### src/rtl/io_stage.sv
// Memory-response (IO) stage: merges load read data, owns HI/LO, and feeds WB
// plus the ID forwarding network. The pipeline bus packages live alongside.

package cpu_core_params;
  parameter int unsigned CPU_DATA_WIDTH = 32;
endpackage

package ex_stage_params;
  import cpu_core_params::*;

  typedef enum logic [2:0] {
    MemByte  = 3'd0,
    MemHalf  = 3'd1,
    MemWord  = 3'd2,
    MemLeft  = 3'd3,
    MemRight = 3'd4
  } MemIoType;

  typedef struct packed {
    logic [CPU_DATA_WIDTH-1:0]   program_count;
    logic [CPU_DATA_WIDTH-1:0]   alu_result;
    logic [4:0]                  destination_register;
    logic                        register_write;
    logic                        result_is_from_memory;
    MemIoType                    memory_io_type;
    logic                        memory_io_unsigned;
    logic [1:0]                  memory_address_final;
    logic                        result_high;
    logic                        result_low;
    logic                        high_low_write;
    logic                        multiply_valid;
    logic [2*CPU_DATA_WIDTH-1:0] multiply_result;
    logic                        divide_valid;
    logic                        divide_result_valid;
    logic [CPU_DATA_WIDTH-1:0]   divide_result;
    logic [CPU_DATA_WIDTH-1:0]   divide_remain;
  } EXToIOData;
endpackage

package io_stage_params;
  import cpu_core_params::*;

  typedef struct packed {
    logic                      valid;
    logic [CPU_DATA_WIDTH-1:0] program_count;
    logic [CPU_DATA_WIDTH-1:0] final_result;
    logic [4:0]                register_file_address;
    logic                      register_file_write_enabled;
    logic [3:0]                register_file_write_strobe;
  } IOToWBData;

  typedef struct packed {
    logic                      valid;
    logic [4:0]                write_register;
    logic [3:0]                write_strobe;
    logic [CPU_DATA_WIDTH-1:0] write_data;
    logic                      previous_valid;
    logic [4:0]                previous_write_register;
    logic [CPU_DATA_WIDTH-1:0] previous_write_data;
  } IOToIDBackPassData;
endpackage

module io_stage
  import cpu_core_params::*;
  import ex_stage_params::*;
  import io_stage_params::*;
(
  input  logic                      clock,
  input  logic                      reset_n,
  input  logic                      ex_to_io_valid,
  input  EXToIOData                 ex_to_io_bus,
  output logic                      io_allowin,
  input  logic [CPU_DATA_WIDTH-1:0] data_sram_rdata,
  input  logic                      wb_allowin,
  output logic                      io_to_wb_valid,
  output IOToWBData                 io_to_wb_bus,
  output IOToIDBackPassData         io_to_id_back_pass
);

  logic                      io_valid_q, io_valid_d;
  EXToIOData                 io_data_q, io_data_d;
  logic [CPU_DATA_WIDTH-1:0] hi_q, hi_d;
  logic [CPU_DATA_WIDTH-1:0] lo_q, lo_d;
  logic                      prev_valid_q, prev_valid_d;
  logic [4:0]                prev_reg_q, prev_reg_d;
  logic [CPU_DATA_WIDTH-1:0] prev_data_q, prev_data_d;

  logic                      io_ready_go;
  logic                      fire;
  logic [CPU_DATA_WIDTH-1:0] load_data;
  logic [3:0]                load_strobe;
  logic [CPU_DATA_WIDTH-1:0] final_result;
  logic [3:0]                write_strobe;
  logic [7:0]                byte_sel;
  logic [15:0]               half_sel;
  logic [1:0]                addr_n;

  // Read data arrives in the same cycle the load is held, so IO never waits.
  assign io_ready_go    = 1'b1;
  assign io_allowin     = !io_valid_q || (io_ready_go && wb_allowin);
  assign io_to_wb_valid = io_valid_q && io_ready_go;
  assign fire           = io_to_wb_valid && wb_allowin;

  always_comb begin
    io_valid_d = io_valid_q;
    io_data_d  = io_data_q;
    if (io_allowin) begin
      io_valid_d = ex_to_io_valid;
    end
    if (io_allowin && ex_to_io_valid) begin
      io_data_d = ex_to_io_bus;
    end
  end

  // Little-endian lane extraction for the load merge.
  assign addr_n   = io_data_q.memory_address_final;
  assign byte_sel = 8'(data_sram_rdata >> {addr_n, 3'b000});
  assign half_sel = addr_n[1] ? data_sram_rdata[31:16] : data_sram_rdata[15:0];

  always_comb begin
    load_data   = data_sram_rdata;
    load_strobe = 4'b1111;
    case (io_data_q.memory_io_type)
      MemByte: begin
        load_data = io_data_q.memory_io_unsigned ? {24'd0, byte_sel}
                                                 : {{24{byte_sel[7]}}, byte_sel};
      end
      MemHalf: begin
        load_data = io_data_q.memory_io_unsigned ? {16'd0, half_sel}
                                                 : {{16{half_sel[15]}}, half_sel};
      end
      MemLeft: begin
        load_data   = data_sram_rdata << {(2'd3 - addr_n), 3'b000};
        load_strobe = 4'b1111 << (2'd3 - addr_n);
      end
      MemRight: begin
        load_data   = data_sram_rdata >> {addr_n, 3'b000};
        load_strobe = 4'b1111 >> addr_n;
      end
      default: begin
        load_data   = data_sram_rdata;
        load_strobe = 4'b1111;
      end
    endcase
  end

  always_comb begin
    final_result = io_data_q.alu_result;
    write_strobe = 4'b1111;
    if (io_data_q.result_high && !io_data_q.high_low_write) begin
      final_result = hi_q;
    end else if (io_data_q.result_low && !io_data_q.high_low_write) begin
      final_result = lo_q;
    end else if (io_data_q.result_is_from_memory) begin
      final_result = load_data;
      write_strobe = load_strobe;
    end
  end

  // HI/LO commit only when the writer retires, so a stalled writer leaves them intact.
  always_comb begin
    hi_d = hi_q;
    lo_d = lo_q;
    if (fire) begin
      if (io_data_q.multiply_valid) begin
        hi_d = io_data_q.multiply_result[63:32];
        lo_d = io_data_q.multiply_result[31:0];
      end else if (io_data_q.divide_valid && io_data_q.divide_result_valid) begin
        lo_d = io_data_q.divide_result;
        hi_d = io_data_q.divide_remain;
      end else if (io_data_q.high_low_write && io_data_q.result_high) begin
        hi_d = io_data_q.alu_result;
      end else if (io_data_q.high_low_write && io_data_q.result_low) begin
        lo_d = io_data_q.alu_result;
      end
    end
  end

  always_comb begin
    prev_valid_d = 1'b0;
    prev_reg_d   = prev_reg_q;
    prev_data_d  = prev_data_q;
    if (fire) begin
      prev_valid_d = io_data_q.register_write;
      prev_reg_d   = io_data_q.destination_register;
      prev_data_d  = final_result;
    end
  end

  always_ff @(posedge clock) begin
    if (!reset_n) begin
      io_valid_q   <= 1'b0;
      io_data_q    <= '0;
      hi_q         <= '0;
      lo_q         <= '0;
      prev_valid_q <= 1'b0;
      prev_reg_q   <= '0;
      prev_data_q  <= '0;
    end else begin
      io_valid_q   <= io_valid_d;
      io_data_q    <= io_data_d;
      hi_q         <= hi_d;
      lo_q         <= lo_d;
      prev_valid_q <= prev_valid_d;
      prev_reg_q   <= prev_reg_d;
      prev_data_q  <= prev_data_d;
    end
  end

  always_comb begin
    io_to_wb_bus.valid                       = io_to_wb_valid;
    io_to_wb_bus.program_count               = io_data_q.program_count;
    io_to_wb_bus.final_result                = final_result;
    io_to_wb_bus.register_file_address       = io_data_q.destination_register;
    io_to_wb_bus.register_file_write_enabled = io_data_q.register_write;
    io_to_wb_bus.register_file_write_strobe  = write_strobe;
  end

  always_comb begin
    io_to_id_back_pass.valid                   = io_valid_q && io_data_q.register_write;
    io_to_id_back_pass.write_register          = io_data_q.destination_register;
    io_to_id_back_pass.write_strobe            = write_strobe;
    io_to_id_back_pass.write_data              = final_result;
    io_to_id_back_pass.previous_valid          = prev_valid_q;
    io_to_id_back_pass.previous_write_register = prev_reg_q;
    io_to_id_back_pass.previous_write_data     = prev_data_q;
  end

endmodule

### config.mk
export PLATFORM = sky130hd
export DESIGN_NAME = io_stage
export DESIGN_NICKNAME = d
export VERILOG_FILES = /design/src/rtl/io_stage.sv
export SDC_FILE = /design/constraint.sdc
export NUM_CORES = 1
export LEC_CHECK = 0
export ABC_AREA = 1
export BUFFER_PORTS_ARGS = -buffer_cell sky130_fd_sc_hd__clkbuf_2
export CAP_MARGIN = 20
export CORE_ASPECT_RATIO = 2
export CORE_MARGIN = 2
export CORE_UTILIZATION = 58
export DETAILED_ROUTE_END_ITERATION = 8
export HOLD_SLACK_MARGIN = 0.15
export PLACE_DENSITY = 0.94
export SLEW_MARGIN = 10
export SYNTH_ARGS = -nofsm -noshare
export SYNTH_HDL_FRONTEND = slang
export SYNTH_SLANG_ARGS = --single-unit
export TNS_END_PERCENT = 20
### constraint.sdc
create_clock -name clock -period 2.9 [get_ports clock]
set_input_delay 0.435 -clock clock [delete_from_list [all_inputs] [get_ports clock]]
set_output_delay 0.435 -clock clock [all_outputs]
set_load 0.005 [all_outputs]
After elaboration in Yosys (flattened, before gate mapping)
Index checks and enable logic that the tools add are counted.
- add/subtract/negate cells: 1
- equal/unequal tests: 4
- shift-type cells: 4
- muxes and demuxes: 18
- reduce and logical (&&, ||, !) cells: 17
- operators with widths (operator ; number):
    2-to-1 mux 32 bit ; 12
    case mux 32 bit (4 select lines) ; 1
    << shifter 32 x 5 -> 32 bit ; 1
    >> shifter 32 x 5 -> 32 bit ; 1
    2-to-1 mux 16 bit ; 1
    2-to-1 mux 4 bit ; 3
    logical AND 1 bit ; 8
    case mux 4 bit (2 select lines) ; 1
    nonzero test 3 bit ; 2
    AND reduction 2 bit ; 2
    << shifter 4 x 2 -> 4 bit (first input constant) ; 1
    >> shifter 4 x 2 -> 4 bit (first input constant) ; 1
    == test 3 x 1 -> 1 bit (second input constant) ; 1
    == test 3 x 2 -> 1 bit (second input constant) ; 1
    == test 3 bit (second input constant) ; 1
    zero test 3 bit ; 1
    inequality test 3 bit (second input constant) ; 1
    AND reduction 3 bit ; 1
    zero test 1 bit ; 2
    subtractor 2 bit (first input constant) ; 1
    logical OR 1 bit ; 1
- flip-flop bits (word level): 314
- input port bits: 247
- output and inout port bits: 157
- word-level logic and storage cells: 67

Depth between registers and ports, before layout
- word-level depth: 6
- mapped depth: 16
- mapped depth without buffers: 14

Worst setup path after synthesis
OpenSTA, ideal clock, no wires.
- path type: reg-to-output
- start: reg io_data_q, in the netlist addr_n[0]
- end: out io_to_wb_bus[31] in the netlist's numbering
- data arrival time: 1.483 ns
- required time: 2.465 ns
- path slack: 0.982 ns
- cell stages (with the launch flop): 16
- buffers on the path: 4
- cells stage by stage: dfxtp_1 > buf_2 > inv_1 > buf_4 > buf_4 > nand2_1 > nand2_1 > nor2_1 > nor2_1 > nor2_1 > nand2_1 > nand2_1 > nand2_1 > nand2_1 > nand2_1 > buf_4
- RTL lines (element ; RTL line ; source):
    start, declared ; 81 ; EXToIOData io_data_q, io_data_d;
    start signal, assigned ; 201 ; io_data_q <= io_data_d;
    end, declared ; 76 ; output IOToWBData io_to_wb_bus,

==> flow_summary.ini <==
[clock_tree]
clockBufferDepth = 3
cts_made_buffers = 27
htreeDepth = 1
cts_sinks = 314
clk_latency_ns = 0.57
cts_tree = done
cts_root_buf = clkbuf_16
clk_pin_slew_ns = 0.07

[routing]
drt_iter0_markers = 1807
routed_wl_mm = 61.1
dr.pass1.iters = 6
antenna_left = 0
drc = 0
avgRoutedWirePerCell_um = 19.5
vias_per_cell = 5.71
vias = 17900

[floorplanning]
die_width_um = 121
row_count = 85
start_util_pct = 59.1
ios = 404
core_area_um2 = 27000
fp.dieH_um = 239
die_area_um2 = 28900

[sta]
timing.fmax_mhz = 355
min_period_ns = 2.81
finClkSkew_ns = 0.0208
hold_violations = 0
slew_viol_final = 0
rsz0062_at_grt = yes
setup_viol = 0
fin_ws_ns = 0.0858
slew_headroom_pct = 39.2
setup_tns_ns = 0
timing.final.crit_share_pct = 97.0
worst_pin_slew_ns = 0.912

[setup_path]
crit_chain = inv_4, buf_12, buf_12, nand3_1, nand3_1, nand2_1, inv_1, nand3_1, nand2_1, nand2_1, nand2_1, nand2_1, clkbuf_2
crit_family = simple AND/OR/NAND/NOR gates
cp.arrival_ns = 2.38
endpoint_kind = output port
worstSetupStartpoint = addr_n[1]
rr_startpoint = io_to_wb_valid
cp_slowest_stage_delay_ns = 0.49
crit_type = register to output port
path_common_cell = nand2_1
cp.required_ns = 2.47
start_kind = register
cp_max_fo = 14
slowest_stage = dfxtp_4
path_buf_inv = 5

[synthesis]
synth.distinct_cells = 31
yosys-top-cells-area = dfxtp_1 (39%), nand2_1 (13%), o21ai_0 (11%)
ys_ff_latch = 314
yosys_warnings = 0
synth.largest_area_cell = dfxtp_1
synth_seq_area_share_pct = 39.4
syn-cell-area_um2 = 16000
netlist.area_leader.share_pct = 39.4
synth_nets = 2732
syn_area_per_cell_um2 = 6.42
synth_cells = 2485

[pwr]
leakagePower_nw = 9.50
peakVddDrop_uv = 841
p_total_mw = 10.8
power.density_nw_per_um2 = 566

[global_route]
antenna_found_initial = 5
grt_max_degree = 140
track_usage_pct = 40.4
grt_pass1_vias = 17100
grt_pass1_wl_mm = 91.5
overflow = 0

[final_layout]
final_util_pct = 70.8
drive_gt1_share_pct = 18.9
postLayoutCellArea_um2 = 19100
final_cell_mix = nand2_1 (533), nor2_1 (435), clkbuf_2 (402)
nNetsFinal = 3008
areaGrowthSynthToFinish_pct = 19.9
final_common_cell = nand2_1
fill_cells = 2166

[min_path]
worstHoldStart = ex_to_io_bus[2]
hold_path.class = input port to register

[run_status]
status = complete, no violations

[place]
dp_slack_ns = 0.429
gp_congestion = 1.02
io_buffers = 403
dp_hpwl_mm = 41.1
placed_area_um2 = 17500

[job]
maxCapViolCount = 0
metal layers:
metal	up-vias	routed length [um]	share of wire (%)	GRT usage [%]
met5	-	0	0	0
met4	0	4990	8.2	27.5
met3	249	4580	7.5	5.75
met2	1085	29900	49	69.7
met1	8168	21600	35	45.5
li1	8395	-	-	-
per-stage QoR:
stage	hold slack [ns]	instances
CTS	0.150	3122
detailed placement	0.446	3018
floorplan	0.425	2485
global placement	0.436	3018
global route	0.176	3132
finish	0.155	3132
path summary, 6_finish.rpt:
kind | depth (start not counted) | slack [ns] | end
setup / recovery | 13 | 0.09 | io_to_wb_bus[23]
hold / removal | 3 | 0.16 | io_data_q[2]
setup reg to reg | 5 | 0.76 | io_data_q[13]
hold reg to reg | 2 | 0.46 | io_data_q[4]
cell type report:
class	instances	area (um^2)	share of cell area, %
diodes	4	10.0	0.0523
clock buffers	39	801	4.19
clock inverters	9	62.6	0.327
inverters	222	848	4.43
multi-input cells	1699	7580	39.6
flip-flops and latches	314	6300	32.9
well taps	348	435	2.28
repair buffers	497	3100	16.2
state kept, by name (all words and copies together) (netlist names):
signal and cells:
io_data_q 171, io_to_wb_bus 33, hi_q 32, lo_q 32, prev_data_q 32, io_to_id_back_pass 5, prev_reg_q 5, addr_n 2
io_to_wb_valid 1, prev_valid_q 1
cell families after synthesis:
family / count (synthesis) / share of synthesized area [%]
AO/OA/AOI/OAI: 589 / 19.4
buffers and inverters: 472 / 13.6
flip-flops: 314 / 39.4
AND/OR/NAND/NOR: 1110 / 27.6
worst min-delay path, delay by kind of cell:
family / cells / cell delay [ns]
compound gates: 2 / 0.17
buf+inv: 1 / 0.08
synthesized netlist by cell type (all sizes together):
cell    instances
o211ai         31
inv           220
o21ai         352
dfxtp         314
nor3            1
o22ai           5
nor2          442
nand4           4
o221ai         16
clkbuf        127
and2            1
nand2         544
clkinv          2
a21oi         185
nand3         118
buf           123
power by group:
| part | internal [mW] | switching, mW | total, mW | leakage (nW) |
|---|---|---|---|---|
| Sequential | 4.60 | 0.180 | 4.78 | 2.59 |
| Clock | 1.93 | 1.69 | 3.61 | 0.428 |
| Combinational | 0.878 | 1.56 | 2.44 | 6.48 |
timing repair:
item	CTS	global route
setup buffers	0	3
resized for setup	10	18
pin swaps	0	1
hold buffers	55	0
endpoints found under the setup margin	34	52
endpoints found under the hold margin	55	0
gates cloned	1	3
No activity file was read; power rests on OpenSTA's default activity.
